<file path="config.mk">
export PLATFORM = sky130hd
export DESIGN_NAME = spi_master_param_flat
export DESIGN_NICKNAME = d
export VERILOG_FILES = /design/src/rtl/spi_master_param_if.sv /design/src/rtl/spi_master_param.sv /design/src/flat_wrapper.sv
export SDC_FILE = /design/constraint.sdc
export NUM_CORES = 1
export LEC_CHECK = 0
export BUFFER_PORTS_ARGS = -buffer_cell sky130_fd_sc_hd__buf_2
export CORE_UTILIZATION = 33
export CTS_CLUSTER_DIAMETER = 120
export DETAILED_ROUTE_END_ITERATION = 12
export PLACE_DENSITY_LB_ADDON = 0.05
export SYNTH_ARGS = -nofsm -noshare
export SYNTH_HDL_FRONTEND = slang
export SYNTH_SLANG_ARGS = --single-unit
</file>
<file path="constraint.sdc">
create_clock -name clk -period 1.5 [get_ports clk]
set_input_delay 0.15 -clock clk [delete_from_list [all_inputs] [get_ports clk]]
set_output_delay 0.15 -clock clk [all_outputs]
set_load 0.01 [all_outputs]
</file>
<file path="src/rtl/spi_master_param_if.sv">
// Load/result interface between the packet formatter and spi_master_param.
//   in_valid / in_ready : valid/ready handshake for one word to transmit
//   in_data             : word to transmit, latched at the handshake
//   busy                : transaction in progress
//   done                : one-cycle pulse when a transaction completes
//   rx_data             : word received on miso, updated with done
// Modports: master = word producer, slave = SPI master block.
interface spi_master_param_if #(
  parameter int DATA_WIDTH = 16
);
  logic                  in_valid;
  logic                  in_ready;
  logic [DATA_WIDTH-1:0] in_data;
  logic                  busy;
  logic                  done;
  logic [DATA_WIDTH-1:0] rx_data;

  modport master (
    output in_valid, in_data,
    input  in_ready, busy, done, rx_data
  );

  modport slave (
    input  in_valid, in_data,
    output in_ready, busy, done, rx_data
  );
endinterface

</file>
<file path="src/rtl/spi_master_param.sv">
// Parametrised full-duplex SPI master, one DATA_WIDTH word per transaction.
// Ports:
//   clk, reset     : system clock, synchronous active-high reset
//   bus (slave)    : in_valid/in_ready/in_data load handshake, busy, done, rx_data
//   miso           : serial data from slave
//   sclk, mosi     : SPI clock and data to slave (registered)
//   cs_n           : active-low chip select (registered)
// Optional build macro SPI_MASTER_RX_EN: when defined, miso is sampled into an
// rx shift register and presented on rx_data at done; otherwise rx_data is 0.
module spi_master_param #(
  parameter int DATA_WIDTH = 16,
  parameter int CLK_DIV    = 2,
  parameter int CPOL       = 0,
  parameter int CPHA       = 0,
  parameter int MSB_FIRST  = 1
) (
  input  logic                clk,
  input  logic                reset,
  spi_master_param_if.slave   bus,
  input  logic                miso,
  output logic                sclk,
  output logic                mosi,
  output logic                cs_n
);

  localparam int DIVW = $clog2(CLK_DIV + 1);
  localparam int CW   = $clog2(DATA_WIDTH + 1);
  localparam logic [DIVW-1:0] DIV_LAST = DIVW'(CLK_DIV - 1);
  localparam logic            IDLE_LVL = 1'(CPOL);
  // Sample count already reached when the final trailing edge arrives.
  localparam logic [CW-1:0]   LAST_CNT = (CPHA != 0) ? CW'(DATA_WIDTH - 1) : CW'(DATA_WIDTH);

  typedef enum logic [1:0] {IDLE, SETUP, XFER, HOLD} state_t;

  state_t                state_q, state_d;
  logic [DIVW-1:0]       div_q;
  logic [CW-1:0]         bit_cnt_q;
  logic [DATA_WIDTH-1:0] tx_sr;
  logic [DATA_WIDTH-1:0] rx_data_q;
  logic                  sclk_q, mosi_q, cs_n_q, done_q;
  logic                  cs_n_d, done_d;
  logic                  in_ready, handshake;
  logic                  half_tick, edge_now, lead_edge, trail_edge;
  logic                  sample_edge, shift_edge, last_edge;

  function automatic logic first_bit(input logic [DATA_WIDTH-1:0] w);
    return (MSB_FIRST != 0) ? w[DATA_WIDTH-1] : w[0];
  endfunction

  function automatic logic [DATA_WIDTH-1:0] shift_out(input logic [DATA_WIDTH-1:0] w);
    return (MSB_FIRST != 0) ? {w[DATA_WIDTH-2:0], 1'b0} : {1'b0, w[DATA_WIDTH-1:1]};
  endfunction

  assign in_ready  = (state_q == IDLE) && !reset;
  assign handshake = bus.in_valid && in_ready;

  // Each SCLK toggle is scheduled on a half-period boundary inside XFER, so the
  // 2*DATA_WIDTH-th toggle lands on the XFER->HOLD transition.
  assign half_tick   = (state_q != IDLE) && (div_q == DIV_LAST);
  assign edge_now    = (state_q == XFER) && half_tick;
  assign lead_edge   = edge_now && (sclk_q == IDLE_LVL);
  assign trail_edge  = edge_now && (sclk_q != IDLE_LVL);
  assign sample_edge = (CPHA != 0) ? trail_edge : lead_edge;
  assign shift_edge  = (CPHA != 0) ? lead_edge : trail_edge;
  assign last_edge   = trail_edge && (bit_cnt_q == LAST_CNT);

  always_ff @(posedge clk) begin
    if (reset) state_q <= IDLE;
    else       state_q <= state_d;
  end

  always_comb begin
    state_d = state_q;
    unique case (state_q)
      IDLE:    if (handshake) state_d = SETUP;
      SETUP:   if (half_tick) state_d = XFER;
      XFER:    if (last_edge) state_d = HOLD;
      HOLD:    if (half_tick) state_d = IDLE;
      default: state_d = IDLE;
    endcase
  end

  always_comb begin
    cs_n_d = (state_d == IDLE);
    done_d = (state_q == HOLD) && (state_d == IDLE);
  end

  always_ff @(posedge clk) begin
    if (reset) begin
      div_q     <= '0;
      bit_cnt_q <= '0;
      tx_sr     <= '0;
      sclk_q    <= IDLE_LVL;
      mosi_q    <= 1'b0;
      cs_n_q    <= 1'b1;
      done_q    <= 1'b0;
    end else begin
      cs_n_q <= cs_n_d;
      done_q <= done_d;

      if (state_q == IDLE || half_tick) div_q <= '0;
      else                              div_q <= div_q + DIVW'(1);

      if (state_q == IDLE)  bit_cnt_q <= '0;
      else if (sample_edge) bit_cnt_q <= bit_cnt_q + CW'(1);

      if (edge_now) sclk_q <= ~sclk_q;

      if (handshake) begin
        tx_sr <= bus.in_data;
        if (CPHA == 0) mosi_q <= first_bit(bus.in_data);
      end else if (shift_edge && !last_edge) begin
        tx_sr <= shift_out(tx_sr);
        // CPHA=1 drives the current bit on the leading edge; CPHA=0 has already
        // presented it, so it moves on to the following bit.
        if (CPHA != 0) mosi_q <= first_bit(tx_sr);
        else           mosi_q <= first_bit(shift_out(tx_sr));
      end
    end
  end

`ifdef SPI_MASTER_RX_EN
  logic [DATA_WIDTH-1:0] rx_sr;

  always_ff @(posedge clk) begin
    if (reset) begin
      rx_sr     <= '0;
      rx_data_q <= '0;
    end else begin
      if (sample_edge) begin
        if (MSB_FIRST != 0) rx_sr <= {rx_sr[DATA_WIDTH-2:0], miso};
        else                rx_sr <= {miso, rx_sr[DATA_WIDTH-1:1]};
      end
      if (done_d) rx_data_q <= rx_sr;
    end
  end
`else
  logic unused_miso;
  assign unused_miso = miso;
  assign rx_data_q   = '0;
`endif

  assign sclk         = sclk_q;
  assign mosi         = mosi_q;
  assign cs_n         = cs_n_q;
  assign bus.in_ready = in_ready;
  assign bus.busy     = (state_q != IDLE);
  assign bus.done     = done_q;
  assign bus.rx_data  = rx_data_q;

endmodule

</file>
<file path="src/flat_wrapper.sv">
// flat-port wrapper written by rule: the top's interface ports become plain ports
module spi_master_param_flat 
#(
  parameter int DATA_WIDTH = 16,
  parameter int CLK_DIV    = 2,
  parameter int CPOL       = 0,
  parameter int CPHA       = 0,
  parameter int MSB_FIRST  = 1
)
  (clk, reset, miso, sclk, mosi, cs_n, bus_in_valid, bus_in_data, bus_in_ready, bus_busy, bus_done, bus_rx_data);
  spi_master_param_if #(.DATA_WIDTH(DATA_WIDTH)) bus_i ();
  input  logic clk;
  input  logic reset;
  input  logic miso;
  output logic sclk;
  output logic mosi;
  output logic cs_n;
  input wire logic [$bits(bus_i.in_valid)-1:0] bus_in_valid;
  input wire logic [$bits(bus_i.in_data)-1:0] bus_in_data;
  output wire logic [$bits(bus_i.in_ready)-1:0] bus_in_ready;
  output wire logic [$bits(bus_i.busy)-1:0] bus_busy;
  output wire logic [$bits(bus_i.done)-1:0] bus_done;
  output wire logic [$bits(bus_i.rx_data)-1:0] bus_rx_data;
  assign bus_i.in_valid = bus_in_valid;
  assign bus_i.in_data = bus_in_data;
  assign bus_in_ready = bus_i.in_ready;
  assign bus_busy = bus_i.busy;
  assign bus_done = bus_i.done;
  assign bus_rx_data = bus_i.rx_data;
  spi_master_param #(.DATA_WIDTH(DATA_WIDTH), .CLK_DIV(CLK_DIV), .CPOL(CPOL), .CPHA(CPHA), .MSB_FIRST(MSB_FIRST)) u_core (.clk(clk), .reset(reset), .bus(bus_i), .miso(miso), .sclk(sclk), .mosi(mosi), .cs_n(cs_n));
endmodule
</file>
; ---- Word-level counts from Yosys, hierarchy flattened
; Index checks and enable logic that the tools add are counted.
[op_classes]
reduce_logical = 18
n_bitwise = 1
n_eq_ne = 5
mux = 9
n_addsub = 2
[op_table]
columns = op, count
row1 = $mux W15, 2
row2 = $logic_and A1 B1 Y1, 9
row3 = $mux W2, 4
row4 = $pmux W2 S4, 1
row5 = $add A5 B1 Y5 const B, 1
row6 = $eq A5 B5 Y1 const B, 1
row7 = $eq A2 B1 Y1 const B, 2
row8 = $eq A2 B2 Y1 const B, 2
row9 = $logic_not A2 Y1, 2
row10 = $reduce_bool A2 Y1, 2
row11 = $reduce_or A2 Y1, 2
row12 = $add A2 B1 Y2 const B, 1
row13 = $logic_not A1 Y1, 2
row14 = $mux W1, 2
row15 = $logic_or A1 B1 Y1, 1
row16 = $not A1 Y1, 1
[word_totals]
out_inout_bits = 22
register_bits = 28
inputBits = 20
word_cells = 43

; ---- Depth between registers and ports, before layout
[logic_depth]
word_depth = 9
ltp_mapped = 8
depth_no_buf = 5

; ---- Worst setup path before layout
; OpenSTA, ideal clock, no wires.
[synth_timing]
path_type = register to register
start = register u_core.bit_cnt_q[0]
end = register u_core.tx_sr[4]
arrival_time_ns = 1.529
period_less_slack_ns = 1.609
path_stages_with_launch = 9
required_ns = 1.421
path_slack_ns = -0.109
path_buffers = 3
setup_time_ns = 0.079
path_cell_list = dfxtp_1 inv_1 ha_1 and4bb_1 buf_6 or2_1 buf_6 buf_8 a211oi_2
[synth_between]
elab_chain_cells = 5
[synth_lines]
columns = item, line_no
row1 = "start, declared", spi_master_param.sv:37  ; logic [CW-1:0] bit_cnt_q;
row2 = "start signal, assigned", spi_master_param.sv:105  ; else if (sample_edge) bit_cnt_q <= bit_cnt_q + CW'(1);
row3 = $eq A5 B5 Y1, spi_master_param.sv:65  ; assign last_edge = trail_edge && (bit_cnt_q == LAST_CNT);
row4 = $logic_and A1 B1 Y1, spi_master_param.sv:65
row5 = $logic_not A1 Y1, spi_master_param.sv:112  ; end else if (shift_edge && !last_edge) begin
row6 = $logic_and A1 B1 Y1, spi_master_param.sv:112
row7 = $reduce_bool A2 Y1 (no source line), n/a
row8 = "end signal, assigned", spi_master_param.sv:110  ; tx_sr <= bus.in_data;
row9 = "end signal, assigned", spi_master_param.sv:113  ; tx_sr <= shift_out(tx_sr);
row10 = "end, declared", spi_master_param.sv:38  ; logic [DATA_WIDTH-1:0] tx_sr;
; Every way passes these cells.
; A chain may end at the register's enable or synchronous reset.

; ---- Final worst setup path
[layout_timing]
start = register u_core.bit_cnt_q[0]
end = register u_core.tx_sr[6]
; The elaborated chain is that of the path after synthesis.

==> impl_metrics.yaml <==
floorplan:
  initial_utilization: 0.3458
  dieArea_um2: 4901
  core_um2: 4414
  core.rowCount: 24
  pin_count: 42
  die_w_um: 70.01
  dieHeight_um: 70.01
grt:
  grt_antenna_before_repair: 0
  grt_pass1_wl_um: 5533
  grt_max_degree: 17
  grt-ovfl-total: 0
  grt_usage: 0.1393
  grt_pass1_vias: 1212
placed_design:
  placed_area_um2: 1670
  hpwl_um: 2194
  place_inst: 239
  post-place-ws_ps: 7.915
  gp_congestion: 0.7371
  numPortBuffers: 24
layout:
  final_common_cell: "dfxtp_1"
  final_cell_area_um2: 1857
  diodes: 0
  final_cell_mix: "25 x dfxtp_1, 24 x buf_2, 19 x nor2_1, 17 x buf_4"
  finish.utilization: 0.4206
  layout-drive-gt1-share: 0.3700
  fin_nets: 224
  fin_cells: 252
  n_fill_cell: 458
  area_growth_pct: 21.64
critical_path:
  reg2regPathDepth: 6
  crit_arrival_ps: 1650
  critPathLaunchType: "flip-flop"
  crit_fanout: 8
  r2r_setup_slack_ps: 50
  timing.rr.end: "u_core.tx_sr[6]"
  critPathKind: "flip-flop to flip-flop"
  timing.rr.start: "u_core.bit_cnt_q[0]"
  worst_setup_path_end_kind: "flip-flop"
  required_ps: 1700
hold_path:
  hold_end: "u_core.tx_sr[0]"
  worstHoldPathType: "input pin to flip-flop"
  hold_path.startpoint: "bus_in_data[0]"
  hold_depth: 3
timing:
  tns_ps: 0
  drv_slew: 0
  rsz0062_at_grt: "yes"
  finClkSkew_ps: 1.813
  setup_viol: 0
  fin_crit_sh: 0.9676
  post-route-min-period_ps: 1451
  whs_ps: 106.4
  fin_ws_ps: 48.53
  hold_viol_final: 0
  clock.fmax_mhz: 689.0
clock_network:
  cts-root-buf: "clkbuf_8"
  cts_tree: "built"
  path_clk_slew_ps: 90
  cts_made_buffers: 3
  clock_latency_ps: 270
  clk_path_buf_depth: 2
  htreeDepth: 1
  cts.sinks: 28
run_status:
  status: "finished clean"
synth:
  syn_inst: 167
  synth.avg_cell_area_um2: 9.141
  ys_warn_count: 0
  synth_area_leader_cell: "dfxtp_1"
  syn_area_um2: 1526
  synthTopCellsByArea: "dfxtp_1 37%, buf_4 8.4%, a211oi_2 8.2%, o21bai_1 7.4%, nor3_1 5.6%"
  synth_seq_area_share: 0.3672
  yosys.cell_types.count: 35
  ys_seq_elements: 28
  netlist.area_leader.share: 0.3672
flow_run:
  maxCapViolCount: 0
detailed_routing:
  drtIter0Drc: 50
  via_count: 1235
  drtAntennaViolNets: 0
  totalWireLength_um: 3299
  drc: 0
  vias_per_cell: 4.901
  wl_per_cell_um: 13.09
  drt-pass1-iter-count: 4
power_and_ir_drop:
  ir_drop_mv: 0.5722
  pwr_density_cell_nw_per_um2: 803.4
  p_leak_nw: 0.8045
  power_mw: 1.492
-- cell families after synthesis --
| group | share of synthesized area |
|---|---|
| adders and majority gates | 0.02459 |
| muxes | 0.006558 |
| DFF | 0.3672 |
| and+or+nand+nor | 0.2164 |
| other | 0.002457 |
| buffers and inverters | 0.1459 |
| AOI/OAI and AO/OA | 0.2254 |
| xor gates and xnor gates | 0.01148 |
-- metal layers --
layer	global-route usage	share of wire	up-vias	wire length, um
li1	-	-	623	-
met1	0.1750	0.46	586	1529
met2	0.2447	0.50	24	1648
met3	0.03030	0.032	2	104
met4	0.02667	0.0052	0	17
met5	0	0	-	0
-- layout make-up --
type | instances | area [um2] | share of cell area
flip-flops and latches | 28 | 566.8 | 0.3053
multi-input cells | 120 | 842.1 | 0.4535
inverters | 4 | 15.01 | 0.008086
well taps | 52 | 65.06 | 0.03504
clock buffers | 4 | 55.05 | 0.02965
repair buffers | 44 | 312.8 | 0.1685
-- where the power goes --
group / leakage (nW) / internal (mW) / switching [mW]
Clock: 0.0288 / 0.235 / 0.232
Combinational: 0.546 / 0.106 / 0.118
Sequential: 0.230 / 0.778 / 0.0239
-- state kept, by name, indices dropped and copies added (netlist names) --
name	flops
u_core.bit_cnt_q	5
u_core.state_q	2
u_core.mosi	1
u_core.cs_n	1
u_core.sclk	1
u_core.bus.done	1
u_core.tx_sr	15
u_core.div_q	2
-- worst max-delay path, stage by stage (launching register included) --
cell,delay (ps)
dfxtp_2,350
inv_2,50
ha_4,140
and4bb_1,200
or2_4,280
buf_12,150
a211oi_2,210
-- cells in the mapped netlist (all sizes together) --
master / n
nand3: 2
conb: 1
o21bai: 15
or3b: 1
dfxtp: 28
a211oi: 15
a31oi: 1
and4bb: 1
nor3: 17
or3: 3
inv: 4
or2: 2
nor3b: 1
a21oi: 5
xor2: 1
nand2: 3
clkbuf: 6
o211ai: 1
buf: 24
o21ai: 4
ha: 3
xnor2: 1
mux2i: 1
nor4b: 1
nor2: 19
or4b: 1
nand4bb: 2
a41o: 1
nand4b: 1
nand2b: 2
-- repair_timing --
item	4_1_cts	5_1_grt
hold buffers	0	0
pin swaps	0	4
setup endpoints to repair	3	15
cloned	0	1
setup buffers	0	8
resized for setup	3	9
-- worst max-delay path by stage --
stage                              from             endpoint  cells past startpoint
floorplan           u_core.bit_cnt_q[0]      u_core.tx_sr[4]                      8
global placement    u_core.bit_cnt_q[0]          u_core.mosi                      6
detailed placement  u_core.bit_cnt_q[0]          u_core.mosi                      6
CTS                 u_core.bit_cnt_q[0]      u_core.tx_sr[1]                      6
global route            u_core.div_q[0]  u_core.bit_cnt_q[3]                      4
finish              u_core.bit_cnt_q[0]      u_core.tx_sr[6]                      6
Power figures use the tool's default switching activity.
